--- config.mk ---
export PLATFORM = sky130hd
export DESIGN_NAME = axis_frame_len_arb
export DESIGN_NICKNAME = d
export VERILOG_FILES = /design/src/rtl/axis_frame_len_arb.sv
export SDC_FILE = /design/constraint.sdc
export NUM_CORES = 1
export LEC_CHECK = 0
export ABC_AREA = 1
export CAP_MARGIN = 40
export CORE_ASPECT_RATIO = 1.5
export CORE_UTILIZATION = 57
export CTS_BUF_LIST = sky130_fd_sc_hd__clkbuf_4
export DETAILED_ROUTE_END_ITERATION = 7
export PLACE_DENSITY = 0.87
export SYNTH_ARGS = -nofsm -noshare
export SYNTH_HDL_FRONTEND = slang
export SYNTH_SLANG_ARGS = --single-unit
--- constraint.sdc ---
create_clock -name clk -period 7.58 [get_ports clk]
set_input_delay 1.895 -clock clk [delete_from_list [all_inputs] [get_ports clk]]
set_output_delay 1.895 -clock clk [all_outputs]
set_load 0.01 [all_outputs]
--- src/rtl/axis_frame_len_arb.sv ---
// Round-robin funnel of per-port frame-length reports into one registered valid/ready stream.
// Each port keeps one pending report; reports that find their slot occupied are dropped and counted.
module axis_frame_len_arb #(
    parameter int PORTS          = 4,
    parameter int LEN_WIDTH      = 16,
    parameter int PORT_WIDTH     = $clog2(PORTS),
    parameter int DROP_CNT_WIDTH = 16
) (
    input  logic                        clk,
    input  logic                        rst,
    input  logic [PORTS*LEN_WIDTH-1:0]  in_frame_len,
    input  logic [PORTS-1:0]            in_frame_len_valid,
    output logic [LEN_WIDTH-1:0]        out_frame_len,
    output logic [PORT_WIDTH-1:0]       out_port,
    output logic                        out_valid,
    input  logic                        out_ready,
    output logic [PORTS-1:0]            drop,
    output logic [DROP_CNT_WIDTH-1:0]   drop_count
);

    localparam int NUM_W = $clog2(PORTS + 1);
    localparam int EXT_W = DROP_CNT_WIDTH + NUM_W;

    logic [LEN_WIDTH-1:0]  hold_len [PORTS];
    logic [PORTS-1:0]      hold_valid;
    logic [PORT_WIDTH-1:0] rr_ptr;

    logic                  out_load;
    logic                  grant_any;
    logic                  grant_en;
    logic [PORT_WIDTH-1:0] grant_idx;
    logic [PORTS-1:0]      grant_oh;
    logic [PORT_WIDTH-1:0] scan_idx;
    logic [PORTS-1:0]      capture;
    logic [PORTS-1:0]      drop_now;
    logic [NUM_W-1:0]      drop_num;

    // Add this cycle's drops to the counter, pinning at all-ones instead of wrapping.
    function automatic logic [DROP_CNT_WIDTH-1:0] sat_add(
        input logic [DROP_CNT_WIDTH-1:0] cnt,
        input logic [NUM_W-1:0]          num
    );
        logic [EXT_W-1:0] sum;
        sum = EXT_W'(cnt) + EXT_W'(num);
        if (sum[EXT_W-1:DROP_CNT_WIDTH] != '0)
            return '1;
        return sum[DROP_CNT_WIDTH-1:0];
    endfunction

    assign out_load = !out_valid || out_ready;
    assign grant_en = out_load && grant_any;

    always_comb begin
        grant_any = 1'b0;
        grant_idx = '0;
        grant_oh  = '0;
        scan_idx  = '0;
        for (int k = 0; k < PORTS; k++) begin
            scan_idx = PORT_WIDTH'((int'(rr_ptr) + k) % PORTS);
            if (!grant_any && hold_valid[scan_idx]) begin
                grant_any          = 1'b1;
                grant_idx          = scan_idx;
                grant_oh[scan_idx] = 1'b1;
            end
        end
    end

    // A slot is free if empty or if its occupant leaves for the output this cycle.
    always_comb begin
        capture  = '0;
        drop_now = '0;
        drop_num = '0;
        for (int i = 0; i < PORTS; i++) begin
            if (in_frame_len_valid[i] && !rst) begin
                if (!hold_valid[i] || (grant_en && grant_oh[i]))
                    capture[i] = 1'b1;
                else
                    drop_now[i] = 1'b1;
            end
            drop_num = drop_num + NUM_W'(drop_now[i]);
        end
    end

    always_ff @(posedge clk) begin
        if (rst) begin
            hold_valid    <= '0;
            rr_ptr        <= '0;
            out_valid     <= 1'b0;
            out_frame_len <= '0;
            out_port      <= '0;
            drop          <= '0;
            drop_count    <= '0;
        end else begin
            drop       <= drop_now;
            drop_count <= sat_add(drop_count, drop_num);
            for (int i = 0; i < PORTS; i++) begin
                if (capture[i])
                    hold_valid[i] <= 1'b1;
                else if (grant_en && grant_oh[i])
                    hold_valid[i] <= 1'b0;
            end
            if (out_load) begin
                if (grant_any) begin
                    out_frame_len <= hold_len[grant_idx];
                    out_port      <= grant_idx;
                    out_valid     <= 1'b1;
                    rr_ptr        <= (grant_idx == PORT_WIDTH'(PORTS - 1)) ? '0 : grant_idx + 1'b1;
                end else begin
                    out_valid <= 1'b0;
                end
            end
        end
    end

    // Holding stage data; only meaningful while the matching hold_valid bit is set.
    always_ff @(posedge clk) begin
        for (int i = 0; i < PORTS; i++) begin
            if (capture[i])
                hold_len[i] <= in_frame_len[i*LEN_WIDTH +: LEN_WIDTH];
        end
    end

endmodule

==> results_dict.tcl <==
set metrics [dict create \
    status "finished, final reports clean" \
    worst-endpoint-arrival_ns 5.74 \
    cp-end-kind "flop" \
    syn_nets 662 \
    startpoint "out_ready" \
    syn_area_per_cell_um2 8.964 \
    rsz0062_at_grt "false" \
    wl_per_cell_um 14.65 \
    final_common_cell "inv_1" \
    nNetsFinal 767 \
    critPathMaxStageDelay_ns 0.51 \
    postCtsSetupRepairBufs 0 \
    cp_max_fo 41 \
    grt_pass1_wl_mm 18.89 \
    synth_area_um2 5190 \
    synthAdderAreaFrac 0.03327 \
    post-route-util 0.7329 \
    synth_top_family_by_area "simple AND/OR/NAND/NOR gates" \
    relSlewSlack 0.5040 \
    max_freq_ghz 0.1883 \
    synth_warnings 0 \
    dieArea_um2 9499 \
    h-tree-depth 3 \
    async_flop_share 0 \
    setup_viol 0 \
    final_max_slew_viol_count 0 \
    synth_mux_area_frac 0 \
    r2r-end "drop_count[14]$_SDFF_PP0_" \
    hold_slack_ns 0.5403 \
    finalHoldViolCount 0 \
    diodes 0 \
    synth_edf_count 64 \
    die_h_um 118.9 \
    power.total_mw 2.275 \
    clock_path_buffers 2 \
    cts-root-buf "clkbuf_4" \
    place_ws_ns 1.838 \
    dpl_cell_area_um2 6316 \
    num_io_pins 110 \
    synth-seq-cells 109 \
    die_x_um 79.91 \
    hpwl_mm 8.508 \
    cts_hold_buf 0 \
    hold_class "reg2reg" \
    fp-row-count 42 \
    first_pass_iters 5 \
    synth-simple-area-share 0.2560 \
    worst_pin_slew_ns 0.7431 \
    grt_use_total 0.2642 \
    fin_skew_ns 0.01089 \
    crit_path_start_kind "primary input" \
    synth_xor_xnor_area_share 0.01519 \
    ir_drop_v 0.0002645 \
    period_needed_ns 5.310 \
    synth_compound_area_frac 0.03592 \
    drive_above_1_share 0.07983 \
    netlist_instances 579 \
    gp_congestion 0.8812 \
    cts_tree "done" \
    layout_common_cells "115 x inv_1, 109 x clkdlybuf4s50_1, 95 x nand2_1, 95 x nand3_1, 64 x edfxtp_1" \
    stdcell_area_um2 6470 \
    synth_cell_type_count 35 \
    crit_chain "clkdlybuf4s50_1 > nor2_1 > inv_1 > nand2_1 > inv_2 > nand2_1 > nand2_1 > nor2_1 > inv_1 > fa_1 > fa_1 > inv_1 > fa_1 > nand4_1 > inv_1 > nand2_1 > inv_1 > nand4_1 > o21ai_0 > o21ai_0 > inv_1" \
    reg2reg_depth 25 \
    r2r_setup_slack_ns 2.54 \
    fin_ws_ns 2.270 \
    ant_nets 0 \
    placed_cells 783 \
    clk_pin_slew_ns 0.16 \
    worstHoldPathCells 2 \
    drc_errors 0 \
    ys.flop_type "edfxtp_1" \
    coreArea_um2 8828 \
    drt-total-wl_mm 11.71 \
    areaGrowthSynthToFinish_pct 24.66 \
    maxCapViolCount 0 \
    clk_latency_ns 0.48 \
    cts_resized 0 \
    antenna_found_initial 0 \
    yosysSeqAreaShare 0.5439 \
    grt_pass1_vias 4150 \
    critPathCapture "drop_count[14]$_SDFF_PP0_" \
    portBuffers 109 \
    critPathMostFrequentCell "inv_1" \
    grt_max_degree 42 \
    cts.sinks 109 \
    start_util 0.5879 \
    period_share 0.7005 \
    tns_ns 0 \
    overflow 0 \
    first_iter_violations 386 \
    fin_cells 799 \
    p_leak_nw 2.939 \
    cpMaxStageDelayCell "inv_2" \
    critical_path_class "in2reg" \
    cts_buffers 9 \
    viasPerCell 5.238 \
    num_vias 4185 \
    required_ns 8.01 \
    pwr_density_cell_nw_per_um2 351.6 \
]
==> power breakdown <==
group	internal [mW]	leakage [nW]	switching, mW
sequential	0.725	0.963	0.0546
combinational	0.412	1.89	0.774
clock	0.112	0.0850	0.198
==> logic make-up after synthesis <==
logic type,Yosys count
and+or+nand+nor,275
buffers and inverters,140
DFF,109
AOI/OAI and AO/OA,34
adders and majority gates,12
xor gates and xnor gates,9
==> flip-flops by register name, summed over array words and instances, names as in the netlist, named ones only <==
signal,cells
out_frame_len,16
out_port,2
drop_count,16
hold_valid,4
rr_ptr,1
drop,4
out_valid,1
hold_len,64
==> worst max-delay path: cells and delay by family <==
kind / cells / cell delay [ns]
buffers and inverters: 8 / 1.53
adders and majority gates: 3 / 1.05
and+or+nand+nor: 8 / 0.98
AOI/OAI and AO/OA: 2 / 0.27
==> worst min-delay path by stage <==
stage	start	to	slack, ns
after floorplan	hold_valid[0]$_SDFFE_PP0P_	drop[0]$_SDFF_PP0_	0.48
after global placement	out_port[0]$_SDFFE_PP0P_	out_port[0]$_SDFFE_PP0P_	0.50
after detailed placement	out_port[0]$_SDFFE_PP0P_	out_port[0]$_SDFFE_PP0P_	0.51
after CTS	drop_count[12]$_SDFF_PP0_	drop_count[12]$_SDFF_PP0_	0.54
after global routing	drop_count[12]$_SDFF_PP0_	drop_count[12]$_SDFF_PP0_	0.57
final	drop_count[12]$_SDFF_PP0_	drop_count[12]$_SDFF_PP0_	0.54
==> synthesized netlist by cell type (2+ instances only) <==
cell type | instances | area share
nand3_2 | 6 | 0.012
nand2_2 | 10 | 0.012
o21ai_0 | 11 | 0.011
inv_1 | 115 | 0.083
nor2_4 | 2 | 0.0043
buf_2 | 9 | 0.0087
nand4_1 | 5 | 0.0060
nor2_2 | 5 | 0.0060
clkbuf_1 | 5 | 0.0036
ha_1 | 9 | 0.022
dfxtp_1 | 45 | 0.17
nand2_1 | 95 | 0.069
nand2_4 | 2 | 0.0043
o21ai_1 | 4 | 0.0039
xor2_1 | 7 | 0.012
nor2_1 | 45 | 0.033
fa_1 | 3 | 0.012
a22oi_1 | 4 | 0.0058
nor3_1 | 5 | 0.0048
xnor2_1 | 2 | 0.0034
inv_2 | 3 | 0.0022
edfxtp_1 | 64 | 0.37
nand3_1 | 95 | 0.092
buf_6 | 5 | 0.011
a21oi_1 | 13 | 0.013
==> metal layers <==
layer	part of all wire	vias up	GRT usage
met5	0	-	0
met4	0.039	0	0.1451
met3	0.048	34	0.04061
met2	0.55	147	0.4770
met1	0.37	1948	0.2873
li1	-	2056	-
==> cell type report <==
class | count | area (um^2)
fill | 652 | 2359
multi-input combinational | 330 | 1767
timing repair buffer | 114 | 1129
tap | 110 | 137.6
sequential | 109 | 2823
clock inverter | 6 | 78.83
clock buffer | 10 | 75.07
inverter | 120 | 460.4
No activity file was read; power rests on OpenSTA's default activity.
